--- src/rtl/tt_um_vending_machine.sv ---
// tt_um_vending_machine: coin-operated vending controller with edge-detected inputs
// and a multiplexed credit/change amount bus.
module tt_um_vending_machine (
    input  logic       clk,
    input  logic       rst_n,
    input  logic       ena,
    input  logic [7:0] ui_in,
    input  logic [7:0] uio_in,
    output logic [7:0] uo_out,
    output logic [7:0] uio_out,
    output logic [7:0] uio_oe
);
    logic [6:0] prev, ev;
    logic [7:0] credit, credit_d, amount_d, price, coin, sum;
    logic [1:0] last_id, id_d;
    logic       disp_d, chg_d, insuf_d, rej_d;
    logic       unused;

    assign unused = &{ena, uio_in, ui_in[7], 1'b0};
    assign uio_oe = 8'hFF;
    assign ev     = ui_in[6:0] & ~prev;
    assign price  = 8'd15 + 8'(ui_in[4:3]) * 8'd5;
    assign coin   = ev[2] ? 8'd25 : ev[1] ? 8'd10 : ev[0] ? 8'd5 : 8'd0;
    assign sum    = credit + coin;

    // Priority: cancel > buy > coins; lower-priority edges in the same cycle are dropped.
    always_comb begin
        credit_d = credit;
        amount_d = credit;
        id_d     = last_id;
        disp_d   = 1'b0;
        chg_d    = 1'b0;
        insuf_d  = 1'b0;
        rej_d    = 1'b0;
        if (ev[6]) begin
            chg_d    = 1'b1;
            credit_d = 8'd0;
        end else if (ev[5]) begin
            if (credit >= price) begin
                disp_d   = 1'b1;
                chg_d    = 1'b1;
                id_d     = ui_in[4:3];
                amount_d = credit - price;
                credit_d = 8'd0;
            end else begin
                insuf_d = 1'b1;
            end
        end else if (|ev[2:0]) begin
            if (sum <= 8'd99) begin
                credit_d = sum;
                amount_d = sum;
            end else begin
                rej_d = 1'b1;
            end
        end
    end

    // prev resets high so inputs held through reset must fall and rise again to act.
    always_ff @(posedge clk or negedge rst_n) begin
        if (!rst_n) begin
            prev    <= 7'h7F;
            credit  <= 8'd0;
            last_id <= 2'd0;
            uo_out  <= 8'd0;
            uio_out <= 8'd0;
        end else begin
            prev    <= ui_in[6:0];
            credit  <= credit_d;
            last_id <= id_d;
            uo_out  <= {1'b0, credit_d != 8'd0, id_d, rej_d, insuf_d, chg_d, disp_d};
            uio_out <= amount_d;
        end
    end
endmodule

--- config.mk ---
export PLATFORM = sky130hd
export DESIGN_NAME = tt_um_vending_machine
export DESIGN_NICKNAME = d
export VERILOG_FILES = /design/src/rtl/tt_um_vending_machine.sv
export SDC_FILE = /design/constraint.sdc
export NUM_CORES = 1
export LEC_CHECK = 0
export CAP_MARGIN = 20
export CORE_ASPECT_RATIO = 0.75
export CORE_UTILIZATION = 45
export CTS_BUF_LIST = sky130_fd_sc_hd__clkbuf_16
export DETAILED_ROUTE_END_ITERATION = 10
export GPL_ROUTABILITY_DRIVEN = 1
export PLACE_DENSITY = 0.81
export SLEW_MARGIN = 10
export SYNTH_ARGS = -nofsm -noshare
export SYNTH_HDL_FRONTEND = slang
export SYNTH_SLANG_ARGS = --single-unit
export TNS_END_PERCENT = 30
--- constraint.sdc ---
create_clock -name clk -period 4.7 [get_ports clk]
set_input_delay 0.705 -clock clk [delete_from_list [all_inputs] [get_ports clk]]
set_output_delay 0.705 -clock clk [all_outputs]
set_load 0.03 [all_outputs]
-- Yosys cells after proc, flatten, opt, wreduce, memory -nomap -nowiden
Cells that the tools add are included.
- bits in registers: 32
- input port bits: 19
- output and inout port bits: 24
- word-level logic and storage cells: 40
- $add $sub $neg: 3
- multiply operators: 1
- magnitude comparators: 2
- mux-type cells: 25
- bitwise logic cells: 2
- reduce and logical (&&, ||, !) cells: 2
- operators by type and width (cell ; number):
    $mux 8 ; 8
    $mux 1 ; 11
    $add 8x5->8 ; 1
    $ge 8x6->1 ; 1
    $le 8x7->1 const B ; 1
    $reduce_bool 8->1 ; 1
    $sub 8x6->8 ; 1
    $and 7x7->7 ; 1
    $not 7->7 ; 1
    $add 4x5->6 const A ; 1
    $mux 2 ; 3
    $mul 2x3->5 const B ; 1
    $mux 5 ; 1
    $mux 4 ; 1
    $mux 3 ; 1
    $reduce_or 3->1 ; 1

-- Longest topological paths before layout
Gate-level depths: netlist (run 1).
- depth in word-level cells: 12
- mapped depth: 13
- gate-level depth less buffers: 12

-- Worst setup path after synthesis (run 1)
Ideal clock, no wire load.
- path kind: input to register
- from: input port ui_in[1]
- to: register uio_out[1]
- library setup time: 0.126 ns
- arrival: 3.000 ns
- required time: 4.574 ns
- slack: 1.574 ns
- cell stages on the path: 12
- path buffers: 0
- cell sequence: nand2b_1 > inv_1 > o21ai_0 > ha_1 > fa_1 > a21o_1 > a21oi_1 > xor2_1 > a211o_1 > and3b_4 > a32o_1 > a221o_1
- cells in the longest elaborated chain, start to end: 9
- elaborated cells on any way between the ends: 10
- classes of those cells: add/sub (1); order compare (1); mux (6); bitwise (1); reduce/logical (1)
- RTL lines (item ; line ; text):
    from (decl) ; 7 ; input logic [7:0] ui_in,
    $and 7x7->7 (*) ; 21 ; assign ev = ui_in[6:0] & ~prev;
    $mux 4 ; 23 ; assign coin = ev[2] ? 8'd25 : ev[1] ? 8'd10 : ev[0] ? 8'd5 : 8'd0;
    $mux 5 ; 23 ;
    $add 8x5->8 ; 24 ; assign sum = credit + coin;
    $le 8x7->1 ; 49 ; if (sum <= 8'd99) begin
    $mux 8 ; 49 ;
    $mux 8 (*) ; 48 ; end else if (|ev[2:0]) begin
    $mux 8 (*) ; 38 ; end else if (ev[5]) begin
    $mux 8 (*) ; 35 ; if (ev[6]) begin
    named net amount_d[1] ; 14 ; logic [7:0] credit, credit_d, amount_d, price, coin, sum;
    to (signal assigned) ; 71 ; uio_out <= amount_d;
    to (decl) ; 10 ; output logic [7:0] uio_out,
The timed path passes the listed nets; every way through them passes the cells marked *.

-- Final worst setup path (run 1)
Same ends and word-level chain as after synthesis.

==> results.toml, run 1 <==
[status]
status = "complete, no violations"

[sta]
setup_tns_ns = 0
setup_viol = 0
skew_ns = 0.00314
fmaxAchievable_mhz = 268
slew_viol_final = 0
fin_hold_ws_ns = 0.484
finalCritPeriodShare_pct = 79.3
finalHoldViolCount = 0
worst_slack_ns = 0.973
fin_crit_ns = 3.73
rsz0062_at_grt = "no"

[clock_tree]
post_cts_buffers = 0
ctsResizeCount = 0
numCtsBuffers = 3
cts_root_buf = "clkbuf_16"
insertion_delay_ns = 0.26
clk_pin_slew_ns = 0.07
cts.path.max_buffers = 2
cts_tree = "built"
h-tree-depth = 1
cts_sinks = 28
cts_hold_buffers = 0

[routing]
firstDrtPassIters = 4
first_iter_violations = 107
drc_errors = 0
wl_per_cell_um = 14.6
highest_layer = "met4"
wl_um = 4040
met1Wirelength_um = 2060
avgViaCountPerCell = 5.43
dr_wl_met2_um = 1700
dr_total_vias = 1504
met3_length_um = 274
ant_nets = 0

[worst_setup_path]
slowest_delay_ns = 0.48
cp_num_buf_inv = 2
crit_fanout = 7
worst-setup-path-type = "primary input to flop"
r2r_cells = 11
required_ns = 4.84
regToRegSetupSlack_ns = 1.41
slowest_stage = "clkdlybuf4s50_1"
end_kind = "flop"
start_kind = "primary input"
path_cells = "clkdlybuf4s50_1, nand2b_1, inv_1, o21ai_0, ha_1, fa_1, a21o_1, a21oi_1, xor2_1, a211o_1, nand3_2, a32o_1, a221o_1"
crit_arrival_ns = 3.87
r2r_start = "prev[2]$_DFF_PN1_"
cp_top_family = "compound AO/OA/AOI/OAI gates"
reg2reg_to = "uio_out[1]$_DFF_PN0_"

[die]
die_y_um = 59.1
io_pins = 43
core_um2 = 4100
rows = 20
die_x_um = 78.1
die_area_um2 = 4620
initial_core_util_pct = 47.7

[grt]
grt_max_degree = 29
grt_pass1_wl_um = 6890
gr-total-overflow = 0
grtUsageTotal_pct = 19.4
grt_pass1_vias = 1362
antenna_found_initial = 0

[logic_synthesis]
avgSynthCellArea_um2 = 9.83
yosysSeqAreaShare_pct = 36.1
ys_warn_count = 0
syn-cell-area_um2 = 1960
yosys.area_share.simple_pct = 15.0
synth-xor-area-share_pct = 4.48
async_flop_share_pct = 100
synth_area_leaders = "dfrtp_1 (29%), ha_1 (11%), dfstp_2 (6.7%)"
synth_cells = 199
synth_compound_area_share_pct = 22.6
ys_ff_latch = 28
synth_mux_area_share_pct = 1.79
synthAdderAreaFrac_pct = 12.9
synth_top_family_by_area = "compound AO/OA/AOI/OAI gates"
yosys.cell_types.count = 59
synth_flop_cell = "dfrtp_1"
synth.top_cell.area_share_pct = 29.4
synth_edf_count = 0
yosysTopAreaCell = "dfrtp_1"

[cells_and_area]
fillers = 383
fin_util_pct = 55.9
multi_input_area_um2 = 1140
nNetsFinal = 261
diodes = 0
drive_gt1_share_pct = 9.46
regArea_um2 = 707
syn_to_final_growth_pct = 17.3
final_cells = 277

[pwr]
irDropWorstVdd_mv = 0.293
p_leak_nw = 1.11
power_density_nw_per_um2 = 525

[worst_hold_path]
hp-class = "flop to flop"
holdPathStages = 2
worstHoldEndpoint = "uo_out[5]$_DFFE_PN0P_"
hp-start = "uo_out[5]$_DFFE_PN0P_"

[placement]
io_buffer_count = 23
dp_slack_ns = 0.790
dp_cells = 273
dp_hpwl_um = 3060
routabilityCongestion = 0.847

[flow_run]
maxCapViolations = 0
[worst register-to-register path, delay by kind of cell, from the launching register on]
kind | cells | cell delay (ns)
AOI/OAI and AO/OA | 6 | 1.45
xor gates and xnor gates | 1 | 0.22
and+or+nand+nor | 2 | 0.35
DFF | 1 | 0.51
adders and majority gates | 2 | 0.64
[final cells by class]
| class | instances | share of cell area [%] |
|---|---|---|
| flip-flops and latches | 28 | 30.8 |
| multi-input cells | 153 | 49.9 |
| clock buffers | 3 | 3.27 |
| inverters | 11 | 1.80 |
| well taps | 55 | 3.00 |
| repair buffers | 26 | 11.0 |
| clock inverters | 1 | 0.164 |
[flip-flops by register name, indices dropped and copies added, names as in the netlist]
| register | count |
|---|---|
| credit | 8 |
| last_id | 1 |
| prev | 5 |
| uio_out | 8 |
| uo_out | 6 |
[where the power goes]
group          total [W]  switching, W  internal [W]
Sequential      0.000361     0.0000532      0.000307
Clock           0.000192     0.0000778      0.000114
Combinational   0.000653      0.000369      0.000284
Total            0.00121      0.000500      0.000705
[worst max path at each step]
stage / startpoint / end / slack (ns) / cells past startpoint
CTS: ui_in[1] / uio_out[1]$_DFF_PN0_ / 1.03 / 13
floorplan: ui_in[1] / uio_out[1]$_DFF_PN0_ / 1.57 / 12
finish: ui_in[1] / uio_out[1]$_DFF_PN0_ / 0.97 / 13
global route: ui_in[1] / uio_out[1]$_DFF_PN0_ / 0.83 / 13
detailed placement: ui_in[3] / uio_out[1]$_DFF_PN0_ / 0.79 / 11
global placement: ui_in[3] / uio_out[1]$_DFF_PN0_ / 0.80 / 11
[Yosys cell counts, types with 2 or more instances]
library cell	n
o21ai_0	6
conb_1	2
nand2b_1	5
nand2_1	12
and2_1	2
nor2_1	12
inv_1	10
a211o_1	2
o211ai_1	2
ha_1	17
xor2_1	6
buf_4	9
o2bb2ai_1	4
a22oi_1	4
a221o_1	2
xnor2_1	4
fa_1	2
mux2i_1	2
a21oi_1	10
and3_1	3
a211oi_1	2
nor2b_1	4
o21a_1	2
or3_1	2
a21o_1	7
nand3_1	3
dfrtp_1	23
buf_2	2
clkbuf_1	3
a32o_1	2
dfstp_2	5
[cell families (layout without fill, tap and decap cells)]
family,Yosys count,in the layout
muxes,3,3
other,2,9
xor gates and xnor gates,10,10
buffers and inverters,25,41
DFF,28,28
adders and majority gates,19,19
and+or+nand+nor,54,54
AOI/OAI and AO/OA,58,58
[metal layers]
metal / GRT usage (%) / vias to the layer above
li1: - / 746
met1: 29.5 / 696
met2: 29.7 / 60
met3: 3.69 / 2
met4: 2.12 / 0
met5: 0 / -
[cells in the final DEF, fill, tap and decap left out, types with 3 or more instances in the layout]
cell type        instances
dfrtp_1                 23
clkdlybuf4s50_1         23
ha_1                    17
nand2_1                 12
nor2_1                  12
inv_1                   10
a21oi_1                 10
conb_1                   9
a21o_1                   7
o21ai_0                  6
xor2_1                   6
nand2b_1                 5
dfstp_2                  5
a22oi_1                  4
o2bb2ai_1                4
xnor2_1                  4
nor2b_1                  4
nand3_1                  3
and3_1                   3
clkbuf_16                3
buf_4                    3
[metrics by stage]
stage / total power, W / area, um2
final: 0.00121 / 2290
after global routing: 0.00129 / 2290
after CTS: 0.00121 / 2290
after detailed placement: 0.00101 / 2210
after global placement: 0.000996 / 2210
after floorplan: 0.000828 / 1980
Note: power is estimated with default switching activity, not from simulation.
==> run 2: changes to the inputs <==
==> constraint.sdc (replaced) <==
create_clock -name clk -period 3.62 [get_ports clk]
set_input_delay 0.543 -clock clk [delete_from_list [all_inputs] [get_ports clk]]
set_output_delay 0.543 -clock clk [all_outputs]
set_load 0.03 [all_outputs]
==> results.toml, run 2 (synthesis gave the netlist of run 1 again) <==
[routing]
firstDrtPassIters = 4
wl_per_cell_um = 14.2
first_iter_violations = 98
drc_errors = 0
ant_nets = 0
avgViaCountPerCell = 5.46
dr_total_vias = 1567
wl_um = 4080

[cells_and_area]
layout_common_cells = "dfrtp_1 (23), clkdlybuf4s50_1 (23), ha_1 (17)"
nNetsFinal = 271
regArea_um2 = 707
largestRegisters = "credit (8), uio_out (8), uo_out (6)"
diodes = 0
drive_gt1_share_pct = 13.4
syn_to_final_growth_pct = 22.2
multi_input_area_um2 = 1150
fillers = 357

[sta]
fin_crit_ns = 3.38
worstMarginPinSlew_ns = 0.589
fmaxAchievable_mhz = 296
setup_viol = 0
slew_viol_final = 0
rsz0062_at_grt = "no"
max_slew_margin_pct = 60.6
finalHoldViolCount = 0
finalCritPeriodShare_pct = 93.3
setup_tns_ns = 0
fin_hold_ws_ns = 0.479
skew_ns = 0.00311

[worst_setup_path]
required_ns = 3.76
start_kind = "primary input"
path_cells = "clkdlybuf4s50_1, nand2b_1, inv_1, o21ai_0, ha_1, fa_1, a21o_1, a21oi_1, xor2_1, a211o_1, nand3_2, a32o_1, a221o_1"
slowest_stage = "clkdlybuf4s50_1"
r2r_start = "prev[2]$_DFF_PN1_"
cp_num_buf_inv = 2
crit_arrival_ns = 3.52
worst-setup-path-type = "primary input to flop"
cp_top_family = "compound AO/OA/AOI/OAI gates"
slowest_delay_ns = 0.48
crit_fanout = 5
end_kind = "flop"
crit_path_start = "ui_in[1]"

[pwr]
power_w = 0.00161
p_leak_nw = 1.16
irDropWorstVdd_mv = 0.433
power_density_nw_per_um2 = 672

[clock_tree]
ctsResizeCount = 0
cts_sinks = 28
post_cts_buffers = 0
cts_hold_buffers = 0
cts_tree = "built"
h-tree-depth = 1
numCtsBuffers = 3
clk_pin_slew_ns = 0.06
insertion_delay_ns = 0.26
cts_root_buf = "clkbuf_16"
cts.path.max_buffers = 2

[grt]
grtUsageTotal_pct = 20.7
gr-total-overflow = 0
grt_pass1_wl_um = 7330
grt_max_degree = 17
antenna_found_initial = 0
grt_pass1_vias = 1472

[die]
initial_core_util_pct = 47.7
die_y_um = 59.1
io_pins = 43
core_um2 = 4100
die_area_um2 = 4620
rows = 20
die_x_um = 78.1

[placement]
io_buffer_count = 23
dp_hpwl_um = 3230
routabilityCongestion = 0.837

[status]
status = "complete, no violations"

[worst_hold_path]
hp-class = "flop to flop"
hp-start = "uo_out[5]$_DFFE_PN0P_"

[flow_run]
maxCapViolations = 0
==> run 2: tightest hold or removal path: stages (launching register included) <==
cell and delay, ns:
dfrtp_1 0.34, nand2_1 0.04, o21ai_0 0.06
==> run 2: cell type report <==
type | count | area share (%)
tap | 55 | 2.88
multi-input combinational | 153 | 48.0
clock inverter | 1 | 0.157
sequential | 28 | 29.6
timing repair buffer | 36 | 14.6
clock buffer | 3 | 3.14
inverter | 11 | 1.73
==> run 2: through the flow <==
stage	utilization, %	area [um2]	worst slack, ns	cells
after global placement	55.6	2280	0.00542	282
after detailed placement	56.3	2310	-0.0233	283
after CTS	58.2	2390	0.237	287
after floorplan	-	1980	0.656	206
final	58.2	2390	0.242	287
after global routing	58.2	2390	0.00229	287
==> run 2: path summary, 6_finish.rpt <==
kind                       slack, ns                     to  cells past startpoint
max in group asynchronous       2.27      prev[1]$_DFF_PN1_                      3
setup reg to reg                0.44    uo_out[6]$_DFF_PN0_                     10
min in group asynchronous       0.66   uio_out[6]$_DFF_PN0_                      1
setup / recovery                0.24   uio_out[1]$_DFF_PN0_                     13
hold reg to reg                 0.48  uo_out[5]$_DFFE_PN0P_                      2
hold / removal                  0.48  uo_out[5]$_DFFE_PN0P_                      2
==> run 2: report_power, final <==
part	switching, W	total [W]	internal, W
clock network	0.0000990	0.000247	0.000148
registers	0.0000678	0.000467	0.000399
logic	0.000492	0.000892	0.000401
==> run 2: metal layers <==
metal  GRT usage [%]  share of wire [%]
met4            2.65               0.34
met2            32.1                 43
met5               0                  0
met3            4.00                6.9
met1            30.8                 50
